<file path="src/rtl/sample_decompress_pkg.sv">
`default_nettype none
// ============================================================================
//  Module      : sample_decompress_pkg
//  Description : Shared sampler constants and slot/channel bit-range helpers,
//                common to the change-compression encoder and its decoder.
//                Exposes the default channel count, the default sample
//                width, and slot_lsb(), which maps a slot or channel index
//                to the LSB of its slice in a packed word.
//  Revision    : 1.0 - initial release
// ============================================================================
package sample_decompress_pkg;

  localparam int SAMPLER_CHANNEL   = 8;
  localparam int SAMPLER_DATA_BITS = 16;

  // Slot k (or channel k of a frame) occupies [slot_lsb+data_bits-1 : slot_lsb].
  function automatic int slot_lsb(input int k, input int data_bits);
    return k * data_bits;
  endfunction

endpackage
`default_nettype wire

</file>
<file path="src/rtl/sample_decompress_if.sv">
`default_nettype none
// ============================================================================
//  Module      : sample_decompress_if
//  Description : Frame stream bundle between the capture-buffer readout and
//                the decompressor, plus the decompressor's reconstructed
//                frame output.
//                  in_valid / data_compressed_in / diff_bitset_in : input beat
//                  out_valid / data_out / diff_out                : output beat
//                  missing_keyframe                               : sticky flag
//                Modports: master (stream source / sink), slave (decompressor).
//  Revision    : 1.0 - initial release
// ============================================================================
interface sample_decompress_if #(
  parameter int CHANNEL   = 8,
  parameter int DATA_BITS = 16
);

  logic                          in_valid;
  logic [DATA_BITS*CHANNEL-1:0]  data_compressed_in;
  logic [CHANNEL-1:0]            diff_bitset_in;
  logic                          out_valid;
  logic [DATA_BITS*CHANNEL-1:0]  data_out;
  logic [CHANNEL-1:0]            diff_out;
  logic                          missing_keyframe;

  modport master (
    output in_valid, data_compressed_in, diff_bitset_in,
    input  out_valid, data_out, diff_out, missing_keyframe
  );

  modport slave (
    input  in_valid, data_compressed_in, diff_bitset_in,
    output out_valid, data_out, diff_out, missing_keyframe
  );

endinterface
`default_nettype wire

</file>
<file path="src/rtl/sample_decompress_data_expansion.sv">
`default_nettype none
// ============================================================================
//  Module      : data_expansion
//  Description : One decompressor pipeline stage, resolving channel OFFSET.
//                The encoder packs the highest-index changed channel first,
//                so when stages run from the top channel downwards the value
//                for this stage's channel (if it changed) is always slot 0
//                of the remaining word.
//  Ports       : clk, rst_n                     clock, async active-low reset
//                in_valid/in_diff/in_word/in_frame     upstream stage state
//                out_valid/out_diff/out_word/out_frame registered stage state
//                out_miss  this beat used channel OFFSET before it was loaded
//  Revision    : 1.0 - initial release
// ============================================================================
module data_expansion
  import sample_decompress_pkg::*;
#(
  parameter int OFFSET    = 0,
  parameter int DATA_BITS = 16,
  parameter int CHANNEL   = 8
) (
  input  wire logic                         clk,
  input  wire logic                         rst_n,
  input  wire logic                         in_valid,
  input  wire logic [CHANNEL-1:0]           in_diff,
  input  wire logic [DATA_BITS*CHANNEL-1:0] in_word,
  input  wire logic [DATA_BITS*CHANNEL-1:0] in_frame,
  output logic                              out_valid,
  output logic [CHANNEL-1:0]                out_diff,
  output logic [DATA_BITS*CHANNEL-1:0]      out_word,
  output logic [DATA_BITS*CHANNEL-1:0]      out_frame,
  output logic                              out_miss
);

  localparam int C_W       = DATA_BITS * CHANNEL;
  localparam int C_LSB     = slot_lsb(OFFSET, DATA_BITS);
  localparam int C_SLOT0   = slot_lsb(0, DATA_BITS);

  logic                 r_valid;
  logic [CHANNEL-1:0]   r_diff;
  logic [C_W-1:0]       r_word;
  logic [C_W-1:0]       r_frame;
  logic [DATA_BITS-1:0] r_hold;
  logic                 r_loaded;

  logic                 w_take;
  logic [DATA_BITS-1:0] w_slot0;
  logic [C_W-1:0]       w_frame;

  assign w_take  = in_diff[OFFSET];
  assign w_slot0 = in_word[C_SLOT0 +: DATA_BITS];

  // Combinational so the top can fold it into the sticky flag on the same
  // edge that this stage registers the offending frame.
  assign out_miss = in_valid & ~w_take & ~r_loaded;

  always_comb begin
    w_frame = in_frame;
    w_frame[C_LSB +: DATA_BITS] = w_take ? w_slot0 : r_hold;
  end

  always_ff @(posedge clk or negedge rst_n) begin
    if (!rst_n) begin
      r_valid  <= 1'b0;
      r_diff   <= '0;
      r_word   <= '0;
      r_frame  <= '0;
      r_hold   <= '0;
      r_loaded <= 1'b0;
    end else begin
      r_valid <= in_valid;
      // Bubbles leave data, hold and loaded untouched.
      if (in_valid) begin
        r_diff  <= in_diff;
        r_frame <= w_frame;
        r_word  <= w_take ? (in_word >> DATA_BITS) : in_word;
        if (w_take) begin
          r_hold   <= w_slot0;
          r_loaded <= 1'b1;
        end
      end
    end
  end

  assign out_valid = r_valid;
  assign out_diff  = r_diff;
  assign out_word  = r_word;
  assign out_frame = r_frame;

endmodule
`default_nettype wire

</file>
<file path="src/rtl/sample_decompress.sv">
`default_nettype none
// ============================================================================
//  Module      : sample_decompress
//  Description : Rebuilds full CHANNEL x DATA_BITS sample frames from the
//                change-compressed stream (packed changed values + diff
//                bitset). CHANNEL chained stages, one per channel from the
//                highest index down; latency CHANNEL cycles, one frame per
//                cycle, no backpressure.
//  Ports       : clk    clock
//                rst_n  asynchronous active-low reset
//                bus    sample_decompress_if.slave (input beat, output frame,
//                       diff_out, sticky missing_keyframe)
//  Revision    : 1.0 - initial release
// ============================================================================
module sample_decompress
  import sample_decompress_pkg::*;
#(
  parameter int CHANNEL   = SAMPLER_CHANNEL,
  parameter int DATA_BITS = SAMPLER_DATA_BITS
) (
  input wire logic            clk,
  input wire logic            rst_n,
  sample_decompress_if.slave  bus
);

  localparam int C_W = DATA_BITS * CHANNEL;

  logic [CHANNEL:0]   w_valid;
  logic [CHANNEL-1:0] w_diff  [CHANNEL+1];
  logic [C_W-1:0]     w_word  [CHANNEL+1];
  logic [C_W-1:0]     w_frame [CHANNEL+1];
  logic [CHANNEL-1:0] w_miss;
  logic [C_W-1:0]     w_unused_word;
  logic               r_missing;

  assign w_valid[0] = bus.in_valid;
  assign w_diff[0]  = bus.diff_bitset_in;
  assign w_word[0]  = bus.data_compressed_in;
  assign w_frame[0] = '0;

  generate
    for (genvar s = 0; s < CHANNEL; s++) begin : g_stage
      data_expansion #(
        .OFFSET    (CHANNEL - 1 - s),
        .DATA_BITS (DATA_BITS),
        .CHANNEL   (CHANNEL)
      ) u_stage (
        .clk       (clk),
        .rst_n     (rst_n),
        .in_valid  (w_valid[s]),
        .in_diff   (w_diff[s]),
        .in_word   (w_word[s]),
        .in_frame  (w_frame[s]),
        .out_valid (w_valid[s+1]),
        .out_diff  (w_diff[s+1]),
        .out_word  (w_word[s+1]),
        .out_frame (w_frame[s+1]),
        .out_miss  (w_miss[s])
      );
    end
  endgenerate

  // Whatever packed data is left after the last stage is don't-care slots.
  assign w_unused_word = w_word[CHANNEL];

  always_ff @(posedge clk or negedge rst_n) begin
    if (!rst_n) begin
      r_missing <= 1'b0;
    end else if (|w_miss) begin
      r_missing <= 1'b1;
    end
  end

  assign bus.out_valid        = w_valid[CHANNEL];
  assign bus.data_out         = w_frame[CHANNEL];
  assign bus.diff_out         = w_diff[CHANNEL];
  assign bus.missing_keyframe = r_missing;

endmodule
`default_nettype wire
</file>
<file path="src/flat_wrapper.sv">
// flat-port wrapper written by rule: the top's interface ports become plain ports
module sample_decompress_flat import sample_decompress_pkg::*;
#(
  parameter int CHANNEL   = SAMPLER_CHANNEL,
  parameter int DATA_BITS = SAMPLER_DATA_BITS
)
  (clk, rst_n, bus_in_valid, bus_data_compressed_in, bus_diff_bitset_in, bus_out_valid, bus_data_out, bus_diff_out, bus_missing_keyframe);
  sample_decompress_if #(.CHANNEL(CHANNEL), .DATA_BITS(DATA_BITS)) bus_i ();
  input wire logic clk;
  input wire logic rst_n;
  input wire logic [$bits(bus_i.in_valid)-1:0] bus_in_valid;
  input wire logic [$bits(bus_i.data_compressed_in)-1:0] bus_data_compressed_in;
  input wire logic [$bits(bus_i.diff_bitset_in)-1:0] bus_diff_bitset_in;
  output wire logic [$bits(bus_i.out_valid)-1:0] bus_out_valid;
  output wire logic [$bits(bus_i.data_out)-1:0] bus_data_out;
  output wire logic [$bits(bus_i.diff_out)-1:0] bus_diff_out;
  output wire logic [$bits(bus_i.missing_keyframe)-1:0] bus_missing_keyframe;
  assign bus_i.in_valid = bus_in_valid;
  assign bus_i.data_compressed_in = bus_data_compressed_in;
  assign bus_i.diff_bitset_in = bus_diff_bitset_in;
  assign bus_out_valid = bus_i.out_valid;
  assign bus_data_out = bus_i.data_out;
  assign bus_diff_out = bus_i.diff_out;
  assign bus_missing_keyframe = bus_i.missing_keyframe;
  sample_decompress #(.CHANNEL(CHANNEL), .DATA_BITS(DATA_BITS)) u_core (.clk(clk), .rst_n(rst_n), .bus(bus_i));
endmodule
</file>
<file path="config.mk">
export PLATFORM = sky130hd
export DESIGN_NAME = sample_decompress_flat
export DESIGN_NICKNAME = d
export VERILOG_FILES = /design/src/rtl/sample_decompress_pkg.sv /design/src/rtl/sample_decompress_if.sv /design/src/rtl/sample_decompress_data_expansion.sv /design/src/rtl/sample_decompress.sv /design/src/flat_wrapper.sv
export SDC_FILE = /design/constraint.sdc
export NUM_CORES = 2
export LEC_CHECK = 0
export CORE_MARGIN = 2
export CORE_UTILIZATION = 59
export DETAILED_ROUTE_END_ITERATION = 8
export PLACE_DENSITY = 0.89
export SLEW_MARGIN = 10
export SYNTH_ARGS = -nofsm -noshare
export SYNTH_HDL_FRONTEND = slang
export SYNTH_SLANG_ARGS = --single-unit
</file>
<file path="constraint.sdc">
create_clock -name clk -period 1.49 [get_ports clk]
set_clock_uncertainty 0.05 [all_clocks]
set_input_delay 0.149 -clock clk [delete_from_list [all_inputs] [get_ports clk]]
set_output_delay 0.149 -clock clk [all_outputs]
set_load 0.05 [all_outputs]
</file>
==> flow_metrics.env <==
export IMPL_vias_per_cell=6.20
export IMPL_drtPass1Iterations=6
export IMPL_reg2reg_from="u_core.g_stage[1].u_stage.out_valid"
export IMPL_globalplace_congestion=0.857
export IMPL_power_per_cell_area_nw_per_um2=1920
export IMPL_insertion_delay_ns=0.70
export IMPL_r2r_cells=4
export IMPL_syn_area_um2=45000
export IMPL_nNetsFinal=3791
export IMPL_hold_ws_ns=0.0626
export IMPL_clkPwrFrac=0.255
export IMPL_drc=0
export IMPL_cts_max_level=3
export IMPL_timing_rr_end="u_core.bus.missing_keyframe"
export IMPL_cpMaxStageDelayCell="dfrtp_4"
export IMPL_combPwrFrac=0.281
export IMPL_cts_tree="yes"
export IMPL_hold_violations=0
export IMPL_instances_no_fill=4713
export IMPL_hp_start="bus_diff_bitset_in[5]"
export IMPL_violations="negative setup slack"
export IMPL_syn_instance_count=3344
export IMPL_rsz0062_at_grt="true"
export IMPL_synthTopCellsByArea="dfrtp_1, mux2_2, mux2i_1, a21oi_1, nor2_1"
export IMPL_grt_max_degree=162
export IMPL_worstSetupStartpointType="flop"
export IMPL_dieArea_um2=78400
export IMPL_clock_sinks=1105
export IMPL_grt_pass1_wl_mm=181
export IMPL_min_to="u_core.g_stage[0].u_stage.out_diff[5]"
export IMPL_final_common_cell="dfrtp_1"
export IMPL_fin_crit_sh=1.05
export IMPL_slew_headroom=0.634
export IMPL_antenna_found_initial=5
export IMPL_syn_num_nets=3483
export IMPL_die_height_um=280
export IMPL_r2r_setup_slack_ns=-0.08
export IMPL_grt_ovfl_total=0
export IMPL_worst_ep_required_time_ns=1.98
export IMPL_boundaryPins=277
export IMPL_die_w_um=280
export IMPL_core_um2=75700
export IMPL_ant_nets=0
export IMPL_rows=101
export IMPL_cp_top_family="simple AND/OR/NAND/NOR gates"
export IMPL_ys_seq_elements=1105
export IMPL_syn2layout_area_growth_pct=20.3
export IMPL_path_buf_inv=1
export IMPL_placed_cells=4505
export IMPL_swShare=0.333
export IMPL_path_max_fanout=6
export IMPL_clock_path_buffers=3
export IMPL_ys_types=23
export IMPL_clkSlewWorstSetupHoldPaths_ns=0.07
export IMPL_worstPathCellList="nor3b_1 -> buf_4 -> nor4_4 -> nand3_1"
export IMPL_tightest_slew_ns=0.546
export IMPL_syn_avg_cell_area_um2=13.4
export IMPL_endpoint_kind="flop"
export IMPL_peakVddDrop_v=0.00140
export IMPL_drive_gt1_frac=0.289
export IMPL_grt_pass1_vias=29900
export IMPL_worst_slack_ns=-0.0795
export IMPL_start_util=0.594
export IMPL_hold_path_class="input port to flop"
export IMPL_cts_root_buffer="clkbuf_16"
export IMPL_max_freq_mhz=637
export IMPL_p_seq_frac=0.463
export IMPL_timing_final_max_slew_violations=0
export IMPL_slowest_delay_ns=0.57
export IMPL_criticalPathCategory="flop to flop"
export IMPL_fillers=4230
export IMPL_worstPathArrival_ns=2.06
export IMPL_place_hpwl_mm=75.8
export IMPL_p_sw_mw=34.6
export IMPL_p_int_mw=69.2
export IMPL_mostFrequentLayoutCells="dfrtp_1, mux2_2, nor2_1"
export IMPL_yosys_area_top_type="dfrtp_1"
export IMPL_min_period_ns=1.57
export IMPL_p_leak_nw=23.1
export IMPL_drt_wirelength_per_cell_um=25.2
export IMPL_ys_warn_count=0
export IMPL_postRouteWirelength_mm=119
export IMPL_whs_path_depth=2
export IMPL_drv_cap=0
export IMPL_synth_top_cell_area_share=0.615
export IMPL_portBuffers=276
export IMPL_setup_viol=3
export IMPL_cts_buffers=104
export IMPL_track_usage=0.300
export IMPL_vias=29200
export IMPL_yosysSeqAreaShare=0.615
export IMPL_drtIter0Drc=3017
export IMPL_status="finished with violations"
layout make-up:
| type | instances | area (um^2) | share of cell area |
|---|---|---|---|
| Sequential cell | 1105 | 27700 | 0.512 |
| Multi-Input combinational cell | 2012 | 15800 | 0.293 |
| Timing Repair Buffer | 421 | 5900 | 0.109 |
| Clock buffer | 150 | 2990 | 0.0552 |
| Tap cell | 978 | 1220 | 0.0226 |
| Clock inverter | 38 | 419 | 0.00775 |
| Inverter | 8 | 30.0 | 0.000555 |
| Antenna cell | 1 | 2.50 | 0.0000463 |
cells in the mapped netlist:
master	count
dfrtp_1	1105
mux2_2	596
nor2_1	451
a21oi_1	448
mux2i_1	448
buf_2	110
buf_4	51
buf_6	40
mux2_1	28
clkbuf_1	12
inv_1	8
mux2_4	8
nand2b_1	8
o21ai_0	8
nand2_4	7
nor3b_1	5
buf_1	3
buf_8	3
a211oi_1	1
a22oi_1	1
nand2_2	1
nand3_1	1
nor4_1	1
cells by family (layout without fill, tap and decap cells):
logic type	count (synthesis)	count (layout)	share of synthesized area
other cells	0	1	0
compound gates	458	458	0.0511
flops	1105	1105	0.615
buf+inv	227	617	0.0337
simple gates	474	474	0.0417
mux	1080	1080	0.259
layer usage:
| layer | up-vias | global-route usage | part of all wire |
|---|---|---|---|
| met5 | - | 0 | 0.00057 |
| met4 | 8 | 0.135 | 0.051 |
| met3 | 410 | 0.0588 | 0.081 |
| met2 | 1611 | 0.483 | 0.48 |
| met1 | 14900 | 0.398 | 0.39 |
| li1 | 12300 | - | - |
sequential cells by signal, indices dropped and copies added (netlist names):
signal                            cells
u_core.g_stage.u_stage.r_loaded       8
u_core.g_stage.u_stage.r_hold       106
u_core.g_stage.u_stage.out_diff      64
u_core.bus.missing_keyframe           1
u_core.g_stage.u_stage.out_frame    470
u_core.g_stage.u_stage.out_word     448
u_core.g_stage.u_stage.out_valid      8
worst max path at each step:
| stage | slack (ns) | startpoint | to | depth (start not counted) |
|---|---|---|---|---|
| 6_report | -0.08 | u_core.g_stage[1].u_stage.out_valid | u_core.bus.missing_keyframe | 4 |
| 5_1_grt | -0.09 | u_core.g_stage[1].u_stage.out_valid | u_core.bus.missing_keyframe | 4 |
| 4_1_cts | -0.08 | u_core.bus.missing_keyframe | bus_missing_keyframe | 1 |
| 3_5_place_dp | 0.06 | u_core.g_stage[4].u_stage.out_valid | u_core.g_stage[5].u_stage.out_word[0] | 3 |
| 3_3_place_gp | 0.1 | u_core.g_stage[3].u_stage.out_valid | u_core.bus.missing_keyframe | 3 |
| 2_1_floorplan | 0.17 | u_core.g_stage[6].u_stage.out_valid | u_core.g_stage[7].u_stage.out_frame[11] | 4 |
metrics by stage:
stage                      util  setup WS (ns)  total power, mW  instance area (um^2)  setup TNS (ns)
final                     0.715        -0.0795              104                 54100          -0.154
after global routing      0.715        -0.0891              107                 54100          -0.449
after CTS                 0.712        -0.0792              104                 53900          -0.239
after detailed placement  0.666         0.0575             76.1                 50400               0
after global placement    0.666         0.0984             74.5                 50400               0
after floorplan               -          0.168             61.4                 45000               0
power groups by stage:
stage | logic, mW | registers, mW | clock network [mW]
after floorplan | 12.1 | 49.3 | 0
after global placement | 27.3 | 47.2 | 0
after detailed placement | 28.2 | 47.9 | 0
after CTS | 29.1 | 47.8 | 26.6
after global routing | 30.7 | 48.8 | 28.0
final | 29.2 | 48.1 | 26.5
worst register-to-register path, delay by kind of cell, from the launching register on:
| kind | cells | cell delay [ns] |
|---|---|---|
| AND/OR/NAND/NOR | 3 | 0.64 |
| buffers and inverters | 1 | 0.16 |
| flip-flops | 1 | 0.57 |
repair_timing:
item / CTS / global route
gates resized for setup: 9 / 12
gates cloned: 0 / 1
hold buffers: 4 / 0
buffers inserted: 4 / 10
setup endpoints to repair: 29 / 70
endpoints found under the hold margin: 1129 / 0
pin swaps: 0 / 0
No activity file was read; power rests on OpenSTA's default activity.
